[src/rtl/fifo_drain_ctrl_if.sv]
// Bundles the queue-side and stream-side signals of the drain controller.
// The controller uses master; the queue, producer and stream consumer use slave.
interface fifo_drain_ctrl_if #(
  parameter int DATA_WIDTH  = 8,
  parameter int COUNT_WIDTH = 8
);
  logic                   Start;
  logic [COUNT_WIDTH-1:0] BurstLen;
  logic                   Abort;
  logic [DATA_WIDTH-1:0]  FifoData;
  logic                   FifoEmpty;
  logic                   FifoEnque;
  logic                   Deque;
  logic [DATA_WIDTH-1:0]  OutData;
  logic                   OutValid;
  logic                   OutReady;
  logic                   Busy;
  logic                   Done;
  logic                   Timeout;
  logic [COUNT_WIDTH-1:0] WordsOut;

  modport master (
    input  Start, BurstLen, Abort, FifoData, FifoEmpty, FifoEnque, OutReady,
    output Deque, OutData, OutValid, Busy, Done, Timeout, WordsOut
  );

  modport slave (
    output Start, BurstLen, Abort, FifoData, FifoEmpty, FifoEnque, OutReady,
    input  Deque, OutData, OutValid, Busy, Done, Timeout, WordsOut
  );
endinterface

[src/rtl/fifo_drain_ctrl.sv]
// Read-side drain controller for the shift-register queue.
// It dequeues a burst, or drains until empty, and delivers the words through a 2-entry skid buffer.
module fifo_drain_ctrl #(
  parameter int DATA_WIDTH  = 8,
  parameter int COUNT_WIDTH = 8,
  parameter int TIMEOUT     = 16
) (
  input  logic              Clk,
  input  logic              Reset_n,
  fifo_drain_ctrl_if.master bus
);
  localparam int STALL_W = (TIMEOUT < 2) ? 1 : $clog2(TIMEOUT);

  typedef enum logic [1:0] {IDLE, DRAIN, FLUSH, DONE} state_t;

  state_t                 state;
  logic [COUNT_WIDTH-1:0] remaining;
  logic                   unbounded;
  logic                   pending;
  logic [DATA_WIDTH-1:0]  skid [2];
  logic [1:0]             skid_count;
  logic [STALL_W-1:0]     stall_count;
  logic                   busy;
  logic                   done;
  logic                   timeout;
  logic [COUNT_WIDTH-1:0] words_out;
  logic                   deque;
  logic                   xfer;
  logic [1:0]             base_count;
  logic                   stall_tick;

  // A word in flight reserves a skid slot, so dequeue only while a slot is guaranteed.
  always_comb begin
    deque = (state == DRAIN) && !bus.Abort && ((remaining != '0) || unbounded) &&
            !bus.FifoEmpty && !bus.FifoEnque &&
            (({1'b0, skid_count} + {2'b00, pending}) < 3'd2);
    xfer       = (skid_count != 2'd0) && bus.OutReady;
    base_count = skid_count - {1'b0, xfer};
    stall_tick = !unbounded && bus.FifoEmpty && !bus.FifoEnque;
  end

  assign bus.Deque    = deque;
  assign bus.OutData  = skid[0];
  assign bus.OutValid = (skid_count != 2'd0);
  assign bus.Busy     = busy;
  assign bus.Done     = done;
  assign bus.Timeout  = timeout;
  assign bus.WordsOut = words_out;

  always_ff @(posedge Clk) begin
    if (!Reset_n) begin
      state       <= IDLE;
      remaining   <= '0;
      unbounded   <= 1'b0;
      pending     <= 1'b0;
      skid[0]     <= '0;
      skid[1]     <= '0;
      skid_count  <= 2'd0;
      stall_count <= '0;
      busy        <= 1'b0;
      done        <= 1'b0;
      timeout     <= 1'b0;
      words_out   <= '0;
    end else begin
      pending <= deque;
      if (deque && !unbounded)
        remaining <= remaining - COUNT_WIDTH'(1);

      // Pop shifts the tail forward; a capture in the same cycle lands behind what remains.
      if (xfer) begin
        skid[0]   <= skid[1];
        words_out <= words_out + COUNT_WIDTH'(1);
      end
      if (pending)
        skid[base_count[0]] <= bus.FifoData;
      skid_count <= base_count + {1'b0, pending};

      done <= 1'b0;
      case (state)
        IDLE: begin
          if (bus.Start) begin
            state       <= DRAIN;
            busy        <= 1'b1;
            remaining   <= bus.BurstLen;
            unbounded   <= (bus.BurstLen == '0);
            words_out   <= '0;
            timeout     <= 1'b0;
            stall_count <= '0;
          end
        end
        DRAIN: begin
          if (deque)
            stall_count <= '0;
          else if (stall_tick)
            stall_count <= stall_count + STALL_W'(1);

          if (bus.Abort)
            state <= FLUSH;
          else if (!unbounded && (remaining == '0))
            state <= FLUSH;
          else if (unbounded && bus.FifoEmpty)
            state <= FLUSH;
          else if (stall_tick && (stall_count == STALL_W'(TIMEOUT - 1))) begin
            timeout <= 1'b1;
            state   <= FLUSH;
          end
        end
        FLUSH: begin
          if (!pending && (skid_count == 2'd0)) begin
            state <= DONE;
            busy  <= 1'b0;
            done  <= 1'b1;
          end
        end
        DONE: begin
          state <= IDLE;
        end
        default: begin
          state <= IDLE;
          busy  <= 1'b0;
        end
      endcase
    end
  end
endmodule

[src/flat_wrapper.sv]
// flat-port wrapper written by rule: the top's interface ports become plain ports
module fifo_drain_ctrl_flat 
#(
  parameter int DATA_WIDTH  = 8,
  parameter int COUNT_WIDTH = 8,
  parameter int TIMEOUT     = 16
)
  (Clk, Reset_n, bus_Start, bus_BurstLen, bus_Abort, bus_FifoData, bus_FifoEmpty, bus_FifoEnque, bus_OutReady, bus_Deque, bus_OutData, bus_OutValid, bus_Busy, bus_Done, bus_Timeout, bus_WordsOut);
  fifo_drain_ctrl_if #(.DATA_WIDTH(DATA_WIDTH), .COUNT_WIDTH(COUNT_WIDTH)) bus_i ();
  input  logic Clk;
  input  logic Reset_n;
  input wire logic [$bits(bus_i.Start)-1:0] bus_Start;
  input wire logic [$bits(bus_i.BurstLen)-1:0] bus_BurstLen;
  input wire logic [$bits(bus_i.Abort)-1:0] bus_Abort;
  input wire logic [$bits(bus_i.FifoData)-1:0] bus_FifoData;
  input wire logic [$bits(bus_i.FifoEmpty)-1:0] bus_FifoEmpty;
  input wire logic [$bits(bus_i.FifoEnque)-1:0] bus_FifoEnque;
  input wire logic [$bits(bus_i.OutReady)-1:0] bus_OutReady;
  output wire logic [$bits(bus_i.Deque)-1:0] bus_Deque;
  output wire logic [$bits(bus_i.OutData)-1:0] bus_OutData;
  output wire logic [$bits(bus_i.OutValid)-1:0] bus_OutValid;
  output wire logic [$bits(bus_i.Busy)-1:0] bus_Busy;
  output wire logic [$bits(bus_i.Done)-1:0] bus_Done;
  output wire logic [$bits(bus_i.Timeout)-1:0] bus_Timeout;
  output wire logic [$bits(bus_i.WordsOut)-1:0] bus_WordsOut;
  assign bus_i.Start = bus_Start;
  assign bus_i.BurstLen = bus_BurstLen;
  assign bus_i.Abort = bus_Abort;
  assign bus_i.FifoData = bus_FifoData;
  assign bus_i.FifoEmpty = bus_FifoEmpty;
  assign bus_i.FifoEnque = bus_FifoEnque;
  assign bus_i.OutReady = bus_OutReady;
  assign bus_Deque = bus_i.Deque;
  assign bus_OutData = bus_i.OutData;
  assign bus_OutValid = bus_i.OutValid;
  assign bus_Busy = bus_i.Busy;
  assign bus_Done = bus_i.Done;
  assign bus_Timeout = bus_i.Timeout;
  assign bus_WordsOut = bus_i.WordsOut;
  fifo_drain_ctrl #(.DATA_WIDTH(DATA_WIDTH), .COUNT_WIDTH(COUNT_WIDTH), .TIMEOUT(TIMEOUT)) u_core (.Clk(Clk), .Reset_n(Reset_n), .bus(bus_i));
endmodule
[config.mk]
export PLATFORM = sky130hd
export DESIGN_NAME = fifo_drain_ctrl_flat
export DESIGN_NICKNAME = d
export VERILOG_FILES = /design/src/rtl/fifo_drain_ctrl_if.sv /design/src/rtl/fifo_drain_ctrl.sv /design/src/flat_wrapper.sv
export SDC_FILE = /design/constraint.sdc
export NUM_CORES = 1
export LEC_CHECK = 0
export ABC_AREA = 1
export CORE_MARGIN = 3
export CORE_UTILIZATION = 45
export CTS_CLUSTER_DIAMETER = 200
export DETAILED_ROUTE_END_ITERATION = 10
export PLACE_DENSITY = 0.7
export SLEW_MARGIN = 5
export SYNTH_ARGS = -nofsm -noshare
export SYNTH_HDL_FRONTEND = slang
export SYNTH_SLANG_ARGS = --single-unit
[constraint.sdc]
create_clock -name Clk -period 2.8 [get_ports Clk]
set_input_delay 0.56 -clock Clk [delete_from_list [all_inputs] [get_ports Clk]]
set_output_delay 0.56 -clock Clk [all_outputs]
set_load 0.02 [all_outputs]
==> metrics.csv <==
metric,value,unit
status,"finished, final reports clean",
cts_inserted_buffers,5,
cap_violations,0,
portBuffers,43,
worst_slew_pin_slew,0.384,ns
cts_hold_buf,0,
drv_slew,0,
areaGrowthSynthToFinish,26.3,%
rr_worst_depth,9,
hold_viol_final,0,
die_h,80.0,um
htree_levels,2,
ys_seq_elements,45,
grt_pass1_wl,8.71,mm
grt_start_max_net_pins,18,
post_cts_buffers,0,
antenna_found_initial,0,
fin_nets,416,
wire_per_inst,11.0,um
synth.avg_cell_area,7.43,um^2
worst_hold_path.num_cells,2,
cts_sinks,45,
drc_errors,0,
synth_async_sr_flop_share,0,
setup_viol,0,
seq_area_frac_synth,0.430,
synth-edff-count,16,
fin_crit_sh,0.836,
via_per_inst,4.79,
post_cts_resized,0,
fp-row-count,26,
via_count,2183,
p_leak,1.45,nW
fin_cells,456,
arrival,1.78,ns
cts_tree,built,
fin_skew,0.00475,ns
clk-insertion-delay-late,0.30,ns
overflow,0,
diodes,0,
max_freq,427,MHz
dpl_cell_area,0.00302,mm^2
slew_headroom,0.744,
hpwl,3.74,mm
root_buffer,clkbuf_8,
grt_pass1_vias,1960,
dieArea,0.00640,mm^2
yosysWarnings,0,
setup_tns,0,ns
ios,44,
worstPathMaxFanout,6,
coreArea,0.00520,mm^2
cp.required,2.24,ns
drt_iter0_drc,84,
syn_nets,363,
period_needed,2.34,ns
cp-end-kind,output port,
initial_core_util,0.474,
path_class,input pin to output port,
drive_above_1_share,0.0881,
ctsLongestPathBuffers,2,
ys_types,28,
drt_pass1_iterations,4,
clk_pin_slew_worst_paths,0.09,ns
fp.dieW,80.0,um
final_util,0.599,
ant_nets,0,
groute.usage.overall,0.172,
synthCells,332,
cellPowerDensity,802,mW/mm^2
start_kind,input pin,
final_area,0.00312,mm^2
ir_drop,0.413,mV
drt_wl_total,5.03,mm
gp_congestion,0.781,
place_inst,448,
hold_path_class,flip-flop to flip-flop,
synth_area,0.00247,mm^2
synthFlopType,dfxtp_1,
p_total,2.50,mW
rsz0062_at_grt,false,
==> worst paths after layout <==
path	to	slack (ns)	from
setup / recovery	bus_Deque	0.46	bus_Abort
hold / removal	u_core.bus.Timeout$_SDFFE_PN0P_	0.49	u_core.bus.Timeout$_SDFFE_PN0P_
setup reg to reg	u_core.skid[0][6]$_DFFE_PP_	0.90	u_core.skid_count[1]$_SDFF_PN0_
hold reg to reg	u_core.bus.Timeout$_SDFFE_PN0P_	0.49	u_core.bus.Timeout$_SDFFE_PN0P_
==> state kept, by name, indices dropped and copies added (netlist names) <==
name / flops
u_core.bus.Busy: 1
u_core.bus.Done: 1
u_core.bus.Timeout: 1
u_core.bus.WordsOut: 8
u_core.pending: 1
u_core.remaining: 8
u_core.skid: 16
u_core.skid_count: 2
u_core.stall_count: 4
u_core.state: 2
u_core.unbounded: 1
==> per-stage QoR <==
| step | worst slack [ns] | hold slack (ns) |
|---|---|---|
| finish | 0.460 | 0.489 |
| global route | 0.353 | 0.515 |
| CTS | 0.0755 | 0.487 |
| detailed placement | 0.0818 | 0.469 |
| global placement | 0.0960 | 0.457 |
| floorplan | 0.547 | 0.442 |
==> cell usage in the layout (no fill, tap or decap), types with 2 or more instances in the layout <==
| master | count |
|---|---|
| a21oi_1 | 13 |
| buf_4 | 7 |
| clkbuf_8 | 5 |
| clkdlybuf4s50_1 | 42 |
| dfxtp_1 | 29 |
| edfxtp_1 | 16 |
| ha_1 | 8 |
| inv_1 | 50 |
| inv_2 | 6 |
| inv_6 | 2 |
| nand2_1 | 70 |
| nand2_4 | 3 |
| nand3_1 | 31 |
| nand3_4 | 2 |
| nand4_1 | 4 |
| nor2_1 | 56 |
| nor2_4 | 3 |
| nor3_1 | 2 |
| nor4_1 | 2 |
| o21ai_0 | 10 |
| o21ai_1 | 8 |
| xor2_1 | 7 |
==> Yosys cell counts, types with 2 or more instances <==
cell,number,area (um^2)
a21oi_1,13,65.1
ha_1,8,100
edfxtp_1,16,480
o21ai_0,10,50.1
nand3_1,31,155
nor3_1,2,10.0
nor4_1,2,12.5
nand3_4,2,35.0
buf_2,2,10.0
nor2_1,56,210
dfxtp_1,29,581
inv_1,50,188
clkbuf_1,2,7.51
o21ai_1,8,40.0
inv_2,6,22.5
nand2_4,3,33.8
nand4_1,4,25.0
nand2_1,70,263
nor2_4,3,33.8
xor2_1,7,61.3
==> per-layer routing <==
metal / up-vias / GRT usage / share of wire
met4: 0 / 0.0405 / 0.0080
met5: - / 0 / 0
met3: 4 / 0.0406 / 0.053
met1: 964 / 0.236 / 0.49
met2: 57 / 0.272 / 0.45
li1: 1158 / - / -
==> worst max-delay path, cell delays in order <==
cell	delay [ns]
clkdlybuf4s50_1	0.44
inv_1	0.07
nand3_1	0.17
nor2_8	0.19
nand2_8	0.08
inv_2	0.06
dlymetal6s2s_1	0.21
==> kinds of logic (layout without fill, tap and decap cells) <==
family                   Yosys count  count (layout)  share of synthesized area
buffers and inverters             60             114                     0.0923
adder cells (fa/ha/maj)            8               8                     0.0406
AO/OA/AOI/OAI                     31              31                     0.0629
XOR/XNOR                           8               8                     0.0284
AND/OR/NAND/NOR                  180             180                      0.346
flip-flops                        45              45                      0.430
==> cell type report <==
cell class	instances	area, um^2
clock buffer	5	68.8
clock inverter	3	25.0
fill	483	2090
inverter	56	210
multi-input combinational	227	1180
sequential	45	1060
tap	70	87.6
timing repair buffer	50	485
==> power by group <==
group	internal (mW)	total, mW	switching, mW
clock network	0.182	0.422	0.240
registers	0.814	0.903	0.0889
logic	0.461	1.17	0.712
total	1.46	2.50	1.04
Power figures use the tool's default switching activity.
